## src/rtl/shot_sequencer.sv

```systemverilog
// Shot sequencer: arbitrates gun shots onto a single enemy-table read port.
// Each gun has a one-deep pending slot. Slots are granted round-robin. The
// enemy table is then scanned from slot 0 upward, and the first live enemy
// inside the hit box is reported. A scan that finds no such enemy reports a miss.
module shot_sequencer #(
  parameter int N_REQ   = 2,
  parameter int N_ENEMY = 8,
  parameter int HIT_R   = 16,
  localparam int IW = (N_ENEMY > 1) ? $clog2(N_ENEMY) : 1,
  localparam int RW = (N_REQ > 1) ? $clog2(N_REQ) : 1
) (
  input  logic                 clk,
  input  logic                 reset,
  input  logic [N_REQ-1:0]     shot,
  input  logic [N_REQ*10-1:0]  shoot_x,
  input  logic [N_REQ*9-1:0]   shoot_y,
  output logic [N_REQ-1:0]     drop,
  output logic [IW-1:0]        rd_idx,
  input  logic [9:0]           enemy_x,
  input  logic [8:0]           enemy_y,
  input  logic                 enemy_alive,
  output logic                 res_valid,
  output logic                 res_hit,
  output logic [IW-1:0]        res_idx,
  output logic [RW-1:0]        res_req,
  output logic                 busy
);

  localparam logic [1:0] S_IDLE = 2'd0;
  localparam logic [1:0] S_RD   = 2'd1;
  localparam logic [1:0] S_CMP  = 2'd2;
  localparam logic [1:0] S_RES  = 2'd3;

  logic [1:0]       state;
  logic [RW-1:0]    rr_ptr;
  logic [IW-1:0]    idx;
  logic [N_REQ-1:0] full;
  logic [9:0]       slot_x [N_REQ];
  logic [8:0]       slot_y [N_REQ];
  logic [9:0]       scan_x;
  logic [8:0]       scan_y;

  logic             grant_any;
  logic [RW-1:0]    grant_sel;
  logic [RW-1:0]    next_ptr;
  logic [N_REQ-1:0] granted;
  int               cand;

  logic [10:0]      dx, dy, adx, ady;
  logic             hit;

  // Round-robin pick of the first full slot, starting at rr_ptr, only while idle
  always_comb begin
    grant_any = 1'b0;
    grant_sel = '0;
    next_ptr  = '0;
    granted   = '0;
    cand      = 0;
    if (state == S_IDLE) begin
      for (int k = 0; k < N_REQ; k++) begin
        cand = (int'(rr_ptr) + k) % N_REQ;
        if (!grant_any && full[cand]) begin
          grant_any = 1'b1;
          grant_sel = RW'(cand);
          next_ptr  = RW'((cand + 1) % N_REQ);
        end
      end
      if (grant_any) begin
        granted[grant_sel] = 1'b1;
      end
    end
  end

  // Box test: 11-bit differences so that the full 10-bit coordinate range never wraps
  always_comb begin
    dx  = {1'b0, scan_x} - {1'b0, enemy_x};
    dy  = {2'b0, scan_y} - {2'b0, enemy_y};
    adx = dx[10] ? (~dx + 11'd1) : dx;
    ady = dy[10] ? (~dy + 11'd1) : dy;
    hit = (adx < 11'(HIT_R)) && (ady < 11'(HIT_R));
  end

  // Pending slots: a new shot overwrites a slot being granted, otherwise a full slot drops it
  always_ff @(posedge clk) begin
    if (reset) begin
      full <= '0;
      drop <= '0;
    end else begin
      for (int i = 0; i < N_REQ; i++) begin
        drop[i] <= 1'b0;
        if (shot[i] && (!full[i] || granted[i])) begin
          slot_x[i] <= shoot_x[10*i +: 10];
          slot_y[i] <= shoot_y[9*i +: 9];
          full[i]   <= 1'b1;
        end else if (shot[i]) begin
          drop[i] <= 1'b1;
        end else if (granted[i]) begin
          full[i] <= 1'b0;
        end
      end
    end
  end

  // Scan FSM: grant a slot, then alternate read/compare over the table, then strobe the result
  always_ff @(posedge clk) begin
    if (reset) begin
      state   <= S_IDLE;
      rr_ptr  <= '0;
      idx     <= '0;
      res_hit <= 1'b0;
      res_idx <= '0;
      res_req <= '0;
    end else begin
      case (state)
        S_IDLE: begin
          if (grant_any) begin
            scan_x  <= slot_x[grant_sel];
            scan_y  <= slot_y[grant_sel];
            res_req <= grant_sel;
            rr_ptr  <= next_ptr;
            idx     <= '0;
            state   <= S_RD;
          end
        end
        S_RD: state <= S_CMP;
        S_CMP: begin
          if (enemy_alive && hit) begin
            res_hit <= 1'b1;
            res_idx <= idx;
            state   <= S_RES;
          end else if (idx == IW'(N_ENEMY - 1)) begin
            res_hit <= 1'b0;
            res_idx <= '0;
            state   <= S_RES;
          end else begin
            idx   <= idx + 1'b1;
            state <= S_RD;
          end
        end
        S_RES: state <= S_IDLE;
        default: state <= S_IDLE;
      endcase
    end
  end

  assign rd_idx    = idx;
  assign res_valid = (state == S_RES);
  assign busy      = (state != S_IDLE);

endmodule

```

## config.mk

```make
export PLATFORM = sky130hd
export DESIGN_NAME = shot_sequencer
export DESIGN_NICKNAME = d
export VERILOG_FILES = /design/src/rtl/shot_sequencer.sv
export SDC_FILE = /design/constraint.sdc
export NUM_CORES = 1
export LEC_CHECK = 0
export BUFFER_PORTS_ARGS = -buffer_cell sky130_fd_sc_hd__buf_4
export CORE_MARGIN = 4
export CORE_UTILIZATION = 44
export DETAILED_ROUTE_END_ITERATION = 12
export PLACE_DENSITY = 0.68
export SLEW_MARGIN = 0
export SYNTH_ARGS = -nofsm -noshare
export SYNTH_HDL_FRONTEND = slang
export SYNTH_SLANG_ARGS = --single-unit
```

## constraint.sdc

```tcl
create_clock -name clk -period 5.1 [get_ports clk]
set_input_delay 1.02 -clock clk [delete_from_list [all_inputs] [get_ports clk]]
set_output_delay 1.02 -clock clk [all_outputs]
set_load 0.005 [all_outputs]
```

==> results of run 1 <==
==> worst max-delay path by stage <==
| stage | startpoint | to | slack, ps | depth (start not counted) |
|---|---|---|---|---|
| after floorplan | enemy_x[0] | rd_idx[0] | 1140 | 11 |
| after CTS | enemy_x[0] | rd_idx[0] | 1030 | 12 |
| after global routing | enemy_x[0] | rd_idx[2] | 790 | 12 |
| after global placement | enemy_x[0] | rd_idx[0] | 790 | 12 |
| after detailed placement | enemy_x[0] | rd_idx[2] | 660 | 12 |
| final | enemy_x[0] | rd_idx[2] | 1040 | 12 |
==> synthesized netlist by cell type, drive strengths merged, types with 2 or more instances <==
cell	number	area share [%]
buf	3	0.78
fa	2	1.0
a211oi	7	1.9
o211ai	6	1.2
clkbuf	7	1.2
nand2b	5	0.81
dfxtp	15	7.8
nor2	24	2.3
mux2i	3	0.78
nor3	5	0.65
xor2	4	0.91
o22ai	2	0.32
nand3b	2	0.39
o21ai	13	1.8
mux2	21	6.1
o21a	2	0.39
ha	21	6.8
o221ai	3	1.0
nor2b	6	0.97
nand2	25	2.4
and2	2	0.32
nand4	9	1.5
a21boi	3	0.58
nand3	8	1.0
inv	25	2.4
edfxtp	57	44
nor3b	2	0.39
a21oi	12	1.6
a21o	4	0.78
xnor2	4	0.91
o31a	3	0.75
nor4	2	0.32
or2	4	0.65
==> area by class of cell <==
cell class                 instances  area (µm²)  area share [%]
tap                              105         131            2.79
multi-input combinational        224        1680            35.7
timing repair buffer              76         571            12.1
inverter                          25        93.8            1.99
sequential                        72        2010            42.7
clock buffer                      10         128            2.71
clock inverter                     6        92.6            1.97
==> cells in the final DEF, fill, tap and decap left out, types with 4 or more instances in the layout <==
| master | count |
|---|---|
| a211oi_1 | 4 |
| edfxtp_1 | 57 |
| buf_4 | 76 |
| ha_1 | 21 |
| xnor2_1 | 4 |
| clkbuf_8 | 9 |
| nor2b_1 | 6 |
| nor2_1 | 24 |
| a21oi_1 | 11 |
| nand2b_1 | 5 |
| nand4_1 | 9 |
| nand2_1 | 25 |
| a21o_1 | 4 |
| inv_1 | 25 |
| nor3_1 | 5 |
| o211ai_1 | 6 |
| dfxtp_1 | 15 |
| nand3_1 | 8 |
| xor2_1 | 4 |
| o21ai_0 | 11 |
| mux2_2 | 21 |
==> kinds of logic (layout without fill, tap and decap cells) <==
| group | count (synthesis) | count (layout) | share of synthesized area (%) |
|---|---|---|---|
| AO/OA/AOI/OAI | 67 | 67 | 13.2 |
| XOR/XNOR | 8 | 8 | 1.82 |
| adder cells (fa/ha/maj) | 23 | 23 | 7.86 |
| buffers and inverters | 35 | 117 | 4.42 |
| flip-flops | 72 | 72 | 52.2 |
| multiplexers | 24 | 24 | 6.92 |
| AND/OR/NAND/NOR | 102 | 102 | 13.6 |
==> stage by stage <==
step / total power, mW / hold slack, ps / cell area [µm²] / instances
2_1_floorplan: 0.871 / 453 / 3850 / 331
3_3_place_gp: 0.943 / 447 / 4490 / 502
3_5_place_dp: 0.947 / 459 / 4490 / 502
4_1_cts: 1.44 / 472 / 4710 / 518
5_1_grt: 1.50 / 508 / 4710 / 518
6_report: 1.43 / 463 / 4710 / 518
==> state kept, by name, summed over array words and instances, names as in the netlist <==
| register | flops |
|---|---|
| res_req | 1 |
| drop | 2 |
| full | 2 |
| scan_y | 9 |
| slot_y | 18 |
| rr_ptr | 1 |
| res_idx | 3 |
| res_hit | 1 |
| scan_x | 10 |
| slot_x | 20 |
| state | 2 |
| rd_idx | 3 |
==> per-layer routing <==
layer  track usage [%]  part of all wire [%]
met3              3.10                   4.7
met4              5.21                   1.0
met1              19.7                    46
met2              22.7                    48
met5                 0                     0
==> power breakdown <==
group | switching, mW | total, mW | internal [mW]
Sequential | 0.0120 | 0.680 | 0.668
Combinational | 0.131 | 0.254 | 0.123
Clock | 0.217 | 0.495 | 0.278
==> critical path: cells and delay by family <==
family / cells / cell delay [ps]
simple gates: 1 / 540
mux: 1 / 180
compound gates: 6 / 1800
fa+ha+maj: 2 / 600
buf+inv: 2 / 130
==> summary.md, run 1 <==
| Metric | Value |
|---|---|
| Status | `finished clean` |
| Clock transition at path regs | `~80 ps` |
| Setup WS post-layout | `a little over 1000 ps` |
| Final Routed Wirelength | `between 7 and 8 mm` |
| Pre-CTS setup slack | `~660 ps` |
| Area Growth Syn to Fin | `22.2%` |
| Synth Area per Inst | `between 10 and 15 µm²` |
| Clock sinks | `between 70 and 80` |
| Synth cell types | `62` |
| Post-synth EDFFs | `57` |
| Period utilisation layout | `approximately four fifths` |
| Initial Utilization | `between 40 and 50%` |
| Clk buf depth | `2` |
| Largest net degree at the start of global routing | `23` |
| Inserted Clock Buffers | `9` |
| Peak supply drop | `between 0.0002 and 0.00025 V` |
| Crit-path max FO | `7` |
| Setup_tns | `0 ps` |
| Worst-skew pair later-pin latency | `between 300 and 400 ps` |
| Diode count | `0` |
| Root buf cell | `clkbuf_8` |
| Worst Hold Depth | `2` |
| WL/cell | `approximately 14 µm` |
| CP Capture Type | `flop` |
| R2R setup slack | `1360 ps` |
| Mapped Area | `3850 µm²` |
| Hold crit path type | `reg -> reg` |
| CP arrival | `between 4000 and 5000 ps` |
| # rows | `33` |
| Tmin final | `just over 4000 ps` |
| Die W | `a little over 100 µm` |
| Register bit count reported by yosys | `a little over 70` |
| Core Util, Final | `a little under three fifths` |
| Drt first pass iters | `5` |
| Initial antenna violation count | `0` |
| Post-CTS setup buffers | `0` |
| Fillers | `726` |
| PortBufs | `between 70 and 80` |
| Post-synth top flop | `edfxtp_1` |
| ANT nets after route | `0` |
| Max Freq | `roughly 250 MHz` |
| Via count | `roughly 2700` |
| DRT iter0 DRCs | `92` |
| Post-synth ARST share | `0%` |
| Vias in the first global route | `approximately 2600` |
| Slew Limit Headroom | `around a quarter` |
| Hold_buf cts | `0` |
| DRC | `0` |
| Hold path startpoint | `res_req` |
| Ports | `74` |
| Global Route Usage Sum | `between 10% and 20%` |
| Nets | `between 400 and 500` |
| Vias per cell | `roughly 5.2` |
| Critical R2R Launch | `scan_x[0]` |
| H-tree depth reported by CTS | `3` |
| Sequential element share of the synthesized area | `between 50% and 60%` |
| Max Slew Vio Count | `0` |
| Worst r2r path cells | `12` |
| HPWL after DPL | `around 5.4 mm` |
| Cell Chain, Critical Path | `buf_4 -> ha_1 -> inv_1 -> fa_1 -> a211oi_4 -> o21bai_2 -> o221ai_2 -> o21ai_2 -> or4b_1 -> a222oi_1 -> a211oi_2 -> mux2i_1` |
| CTS resizes | `0` |
| Die area | `10300 µm²` |
| First-pass GRT wire length | `approximately 12 mm` |
| Skew final | `about 8.0 ps` |
| Actual slew at the worst max-slew pin | `1100 ps` |
| CP Launch Type | `input pin` |
| Yosys warns | `0` |
| Power Density | `304 nW/µm²` |
| Routability cong. | `~0.76` |
| Worst stage delay on the critical path | `~850 ps` |
| Ratio of cells with drive above 1 in the final layout | `between 30% and 40%` |
| Setup CP Type | `in -> reg` |
| Setup violators final | `0` |
| Static Leak | `~1.9 nW` |
| Hold Fails Final Rpt | `0` |
| Syn Inst Count | `roughly 330` |
| RSZ-0062 raised after global routing | `false` |
| Required time of the critical path | `5320 ps` |
| Reg2reg end | `rd_idx[2]` |
| Crit-path slowest cell | `a222oi_1` |
| Total gr overflow | `0` |
| Core area | `about 8400 µm²` |
| Total of max-cap violations | `0` |
| TritonCTS clock tree | `yes` |
| Die H | `slightly above 100 µm` |
| Net Count, Synth | `~420` |
| Hold Path Sink | `res_req` |
No activity file was read; power rests on OpenSTA's default activity.
==> run 2: changes to the inputs <==
Settings changed: PLACE_DENSITY 0.68 to 0.7.
Clock period 5.1 ns to 3.7 ns, I/O delays scaled along.
==> run 2 against run 1 <==
Effect of this change:
- first-iteration DRC count is 18% higher
- critical path depth increased by 1
- core utilization up 0.075 points
- clock-buffer cell count stayed put
- worst hold slack better by 13 ps
- register-to-register slack worse by 1000 ps
- via count is 1.9% higher
- clock power up 24%
- die area unchanged
- critical endpoint is now res_idx[2]
- largest power group unchanged
==> summary.md, run 2 (same netlist as run 1, synthesis figures left out) <==
| Metric | Value |
|---|---|
| Fillers | `732 (+0.83%)` |
| Final Routed Wirelength | `7.37 mm (+1.8%)` |
| Reg2reg end | `res_idx[2]` |
| Clock transition at path regs | `80 ps (about the same)` |
| Ports | `74 (unchanged)` |
| Setup WS post-layout | `301 ps (-735 ps)` |
| # rows | `33 (unchanged)` |
| Initial antenna violation count | `0 (unchanged)` |
| ANT nets after route | `0 (unchanged)` |
| Total of max-cap violations | `0 (unchanged)` |
| Global Route Usage Sum | `14.8% (+0.35 points)` |
| RSZ-0062 raised after global routing | `false` |
| Pre-CTS setup slack | `-79.4 ps (-737 ps)` |
| HPWL after DPL | `5.61 mm (+3.1%)` |
| Clk buf depth | `2 (unchanged)` |
| Drt first pass iters | `4 (-1)` |
| Ratio of cells with drive above 1 in the final layout | `31.9% (+0.66 points)` |
| Fin cells | `522 (+0.77%)` |
| Period utilisation layout | `between 90% and 100%` |
| Largest Register | `slot_x` |
| Post-CTS setup buffers | `0 (unchanged)` |
| Power Density | `405 nW/µm² (+33%)` |
| Int Pwr | `1.41 mW (+32%)` |
| Initial Utilization | `46.0% (unchanged)` |
| Worst-skew pair later-pin latency | `340 ps (about the same)` |
| R2R setup slack | `360 ps (-1000 ps)` |
| Core area | `8380 µm² (unchanged)` |
| Hold_buf cts | `0 (unchanged)` |
| Placed instance count | `506 (+0.80%)` |
| Die area | `10300 µm² (unchanged)` |
| Switching Fraction | `26.2% (+1.0 points)` |
| First-pass GRT wire length | `12.0 mm (+3.0%)` |
| Hold crit path type | `reg -> reg` |
| Die H | `102 µm (unchanged)` |
| Root buf cell | `clkbuf_8` |
| Worst Hold Depth | `2 (unchanged)` |
| Crit-path max FO | `7 (unchanged)` |
| DRC | `0 (unchanged)` |
| Final Hold Slack | `476 ps (+12.8 ps)` |
| Reg power frac | `49.1% (+1.5 points)` |
| Regs by FF count | `slot_x: 20 flops, slot_y: 18 flops, scan_x: 10 flops` |
| Hold Fails Final Rpt | `0 (unchanged)` |
| CTS resizes | `0 (unchanged)` |
| Static Leak | `1.89 nW (+0.74%)` |
| Slew Limit Headroom | `26.6% (-0.14 points)` |
| Required time of the critical path | `3920 ps (-1400 ps)` |
| Commonest non-fill, non-tap cell in the layout | `buf_4` |
| Via count | `2755 (+1.9%)` |
| DRT iter0 DRCs | `109 (+18%)` |
| Routability cong. | `0.793 (+3.8%)` |
| Hold Path Sink | `res_req` |
| Vias in the first global route | `2679 (+4.3%)` |
| Skew final | `10.2 ps (+2.22 ps)` |
| Diode count | `0 (unchanged)` |
| PortBufs | `73 (unchanged)` |
| Max Freq | `approximately 290 MHz` |
| Tmin final | `~3400 ps` |
| Setup violators final | `0 (unchanged)` |
| Setup CP Type | `in -> reg` |
| Area Growth Syn to Fin | `22.3%` |
| Critical R2R Launch | `scan_x[0]` |
| CP Launch Type | `input pin` |
| Combinational share of power | `18.7% (+0.9 points)` |
| Total gr overflow | `0 (unchanged)` |
| Max Slew Vio Count | `0 (unchanged)` |
| CP arrival | `3620 ps (-670 ps)` |
| Clk pwr share | `32.2% (-2.4 points)` |
| H-tree depth reported by CTS | `3 (unchanged)` |
| Nets | `497 (+0.81%)` |
| Peak supply drop | `0.000307 V (+36%)` |
| Largest net degree at the start of global routing | `23 (unchanged)` |
| Switching pwr | `0.500 mW (+39%)` |
| Actual slew at the worst max-slew pin | `1100 ps (+2.14 ps)` |
| TritonCTS clock tree | `yes` |
| CP Capture Type | `flop` |
| Inserted Clock Buffers | `9 (unchanged)` |
| Hold path startpoint | `res_req` |
| Vias per cell | `5.28 (+1.1%)` |
| Most frequent cells in the layout | `buf_4, edfxtp_1, inv_1, nand2_1, nor2_1` |
| Status | `finished clean` |
| WL/cell | `14.1 µm (+0.97%)` |
| Clock sinks | `72 (unchanged)` |
| Worst r2r path cells | `13 (+1)` |
| Die W | `102 µm (unchanged)` |
| Max FFs per register | `20 (unchanged)` |
[run 2: cell types whose count changed in the layout (fill, tap and decap cells not counted)]
| cell | delta |
|---|---|
| buf_4 | +4 |
| clkinvlp_4 | -1 |
| bufinv_16 | -1 |
| clkinv_2 | +1 |
| clkinv_4 | +1 |
[run 2: final cells by class]
cell class / count / area [µm²] / share of cell area [%]
sequential: 72 / 2010 / 42.7
multi-input combinational: 224 / 1680 / 35.6
timing repair buffer: 80 / 601 / 12.7
tap: 105 / 131 / 2.79
clock buffer: 10 / 128 / 2.71
inverter: 25 / 93.8 / 1.99
clock inverter: 6 / 68.8 / 1.46
[run 2: worst max-delay path by stage]
stage	slack (ps)	cells after the start	to	from
6_report	300	13	res_idx[2]	enemy_x[0]
5_1_grt	180	13	res_idx[2]	enemy_x[0]
4_1_cts	290	13	res_idx[2]	enemy_x[0]
3_5_place_dp	-80	13	res_idx[2]	enemy_x[0]
3_3_place_gp	40	13	res_idx[2]	enemy_x[0]
2_1_floorplan	20	11	rd_idx[0]	enemy_x[0]
[run 2: power by group through the flow]
| stage | logic [mW] | clock network [mW] | registers (mW) |
|---|---|---|---|
| 2_1_floorplan | 0.251 | 0 | 0.950 |
| 3_3_place_gp | 0.350 | 0 | 0.954 |
| 3_5_place_dp | 0.355 | 0 | 0.956 |
| 4_1_cts | 0.357 | 0.630 | 0.937 |
| 5_1_grt | 0.397 | 0.668 | 0.941 |
| 6_report | 0.356 | 0.615 | 0.937 |
[run 2: critical path, stage by stage]
cell	delay (ps)
buf_4	90
ha_1	150
inv_1	50
fa_1	450
a211oi_4	300
o21bai_2	110
o221ai_2	220
o21ai_2	100
or4b_1	530
a222oi_1	390
buf_4	210
and2_1	170
o211ai_1	110
[run 2: routing by layer]
layer  track usage [%]  up-vias  wire length [µm]
met5                 0        -                 0
met4              4.60        0                95
met3              3.51        7               290
met2              24.6       49              3650
met1              19.0     1305              3340
li1                  -     1394                 -
[run 2: stage by stage]
step                instance area, µm²  power, mW  setup TNS, ps  utilization (%)
floorplan                         3850       1.20              0                -
global placement                  4520       1.30              0             53.9
detailed placement                4520       1.31           -348             53.9
CTS                               4710       1.92              0             56.2
global route                      4710       2.01              0             56.2
finish                            4710       1.91              0             56.2
==> run 3: changes to the inputs <==
Settings changed: CORE_ASPECT_RATIO set to 1.4.
==> run 3 against run 2 <==
Effect of this change:
- combinational power about the same
- sequential power barely moved
- worst hold slack worse by 17 ps
- routed wire length down 0.58%
- via count fell by 0.22%
- final cell count shrank 0.19%
- clock power increased by 23%
- first-iteration DRC count rose by 3.7%
- flip-flop and latch count did not move
- largest power group unchanged
- highest routed layer unchanged
==> summary.md, run 3 (same netlist as run 1, synthesis figures left out) <==
| Metric | Value |
|---|---|
| Routed met1 length | `3.03 mm (-9.2%)` |
| Initial Utilization | `45.0% (-0.95 points)` |
| Regs by FF count | `slot_x: 20 flops, slot_y: 18 flops, scan_x: 10 flops` |
| Crit path max-delay family | `compound AO/OA/AOI/OAI gates` |
| Hold crit path type | `reg -> reg` |
| Status | `finished clean` |
| Hold Fails Final Rpt | `0 (unchanged)` |
| Nets | `496 (-0.20%)` |
| HPWL after DPL | `5.64 mm (+0.60%)` |
| RSZ-0062 raised after global routing | `false` |
| Crit-path max FO | `7 (unchanged)` |
| Worst stage delay on the critical path | `520 ps (about the same)` |
| Clock sinks | `72 (unchanged)` |
| Via count | `2749 (-0.22%)` |
| Fillers | `689 (-5.9%)` |
| Peak supply drop | `0.000449 V (+46%)` |
| Inserted Clock Buffers | `9 (unchanged)` |
| Clk buf depth | `2 (unchanged)` |
| Static Leak | `1.91 nW (+1.1%)` |
| H-tree depth reported by CTS | `3 (unchanged)` |
| Period utilisation layout | `90.6% (-1.3 points)` |
| # rows | `40 (+21%)` |
| TritonCTS clock tree | `yes` |
| Core area | `8560 µm² (+2.1%)` |
| R2R setup slack | `420 ps (+60 ps)` |
| Vias per cell | `5.28 (about the same)` |
| CP Launch Type | `input pin` |
| Met2 WL post-DR | `3.86 mm (+5.8%)` |
| Area Growth Syn to Fin | `23.9%` |
| Cell Chain, Critical Path | `buf_4 -> ha_1 -> inv_1 -> fa_1 -> a211oi_4 -> o21bai_2 -> o221ai_2 -> o21ai_2 -> or4b_1 -> a222oi_1 -> buf_4 -> and2_1 -> o211ai_1` |
| Setup violators final | `0 (unchanged)` |
| Initial antenna violation count | `0 (unchanged)` |
| Detail Route met3 WL | `262 µm (-9.7%)` |
| Die H | `119 µm (+17%)` |
| Largest Register | `slot_x` |
| Most frequent cells in the layout | `buf_4, edfxtp_1, inv_1, nand2_1, nor2_1` |
| Worst-skew pair later-pin latency | `330 ps (about the same)` |
| Ports | `74 (unchanged)` |
| Die W | `87.1 µm (-14%)` |
| ANT nets after route | `0 (unchanged)` |
| Worst Hold Depth | `2 (unchanged)` |
| Max Slew Vio Count | `0 (unchanged)` |
| Setup_tns | `0 ps (unchanged)` |
| Setup CP Type | `in -> reg` |
| DRT iter0 DRCs | `113 (+3.7%)` |
| Commonest non-fill, non-tap cell in the layout | `buf_4` |
| Crit-path slowest cell | `or4b_1` |
| Stages on worst setup path | `13 (unchanged)` |
| Actual slew at the worst max-slew pin | `1120 ps (+14.2 ps)` |
| CP arrival | `3560 ps (-60 ps)` |
| Total gr overflow | `0 (unchanged)` |
| Clock transition at path regs | `50 ps (-30 ps)` |
| First-pass GRT wire length | `12.3 mm (+2.4%)` |
| Vias in the first global route | `2679 (unchanged)` |
| Final Routed Wirelength | `7.33 mm (-0.58%)` |
| Most used cell, CP | `buf_4` |
| DRC | `0 (unchanged)` |
| CP Capture Type | `flop` |
| CTS resizes | `0 (unchanged)` |
| Max Freq | `298 MHz (+1.4%)` |
| Power Density | `429 nW/µm² (+6.0%)` |
| Hold_buf cts | `0 (unchanged)` |
| Largest net degree at the start of global routing | `24 (+4.3%)` |
| Required time of the critical path | `3900 ps (-20 ps)` |
| Tmin final | `3350 ps (-46.7 ps)` |
| Routability cong. | `0.825 (+4.1%)` |
| Global Route Usage Sum | `15.4% (+0.62 points)` |
| Total of max-cap violations | `0 (unchanged)` |
| Final Power | `2.05 mW (+7.4%)` |
| Max FFs per register | `20 (unchanged)` |
| Highest routed layer | `met4` |
| Skew final | `3.49 ps (-6.68 ps)` |
| Post-CTS setup buffers | `0 (unchanged)` |
| Ratio of cells with drive above 1 in the final layout | `31.3% (-0.64 points)` |
| Die area | `10300 µm² (+0.21%)` |
| Diode count | `0 (unchanged)` |
| Worst r2r path cells | `13 (unchanged)` |
| PortBufs | `73 (unchanged)` |
| Root buf cell | `clkbuf_16` |
| Worst Path Buf+Inv | `3 (unchanged)` |
| WL/cell | `14.1 µm (-0.39%)` |
| Drt first pass iters | `4 (unchanged)` |
| Slew Limit Headroom | `25.6% (-0.95 points)` |
==> run 3: cell types whose count changed in the layout (fill, tap and decap cells not counted), sizes merged <==
| cell | previous run | this run |
|---|---|---|
| buf | 80 | 79 |
| bufinv | 1 | 0 |
| clkinv | 3 | 4 |
| clkinvlp | 1 | 2 |
| inv | 26 | 25 |
==> run 3: area by class of cell <==
cell class              count  area, µm²  area share (%)
clock buffers              10        229            4.80
flip-flops and latches     72       2010            42.1
clock inverters             6       36.3           0.760
inverters                  25       93.8            1.97
well taps                 105        131            2.75
repair buffers             79        593            12.4
multi-input cells         224       1680            35.2
==> run 3: final timing paths <==
check | from | to
worst max-delay path | enemy_x[0] | res_idx[1]
worst min-delay path | res_req | res_req
worst max register to register | scan_x[0] | res_idx[1]
worst min register to register | res_req | res_req
==> run 3: per-layer routing <==
layer / vias to the layer above / global-route usage, %
met4: 0 / 7.31
met2: 50 / 25.4
li1: 1398 / -
met1: 1286 / 18.7
met3: 15 / 3.35
met5: - / 0
==> run 3: worst min-delay path, cell delays in order, from the launching register on <==
cell	delay (ps)
dfxtp_1	310
nand2_1	50
a21oi_1	50
==> run 3: report_power, final <==
group          leakage, nW  switching, mW  internal, mW
clock network        0.124          0.310         0.448
registers            0.652         0.0158         0.922
logic                 1.14          0.182         0.172
total                 1.91          0.508          1.54
==> run 3: per-stage QoR <==
stage	util [%]	setup WS, ps	std cells	instance area, µm²	hold WS, ps
6_report	55.8	348	521	4770	459
5_1_grt	55.8	160	521	4770	496
4_1_cts	55.8	353	521	4770	462
3_5_place_dp	52.7	10.3	505	4510	454
3_3_place_gp	52.7	94.6	505	4510	448
2_1_floorplan	-	22.3	331	3850	453
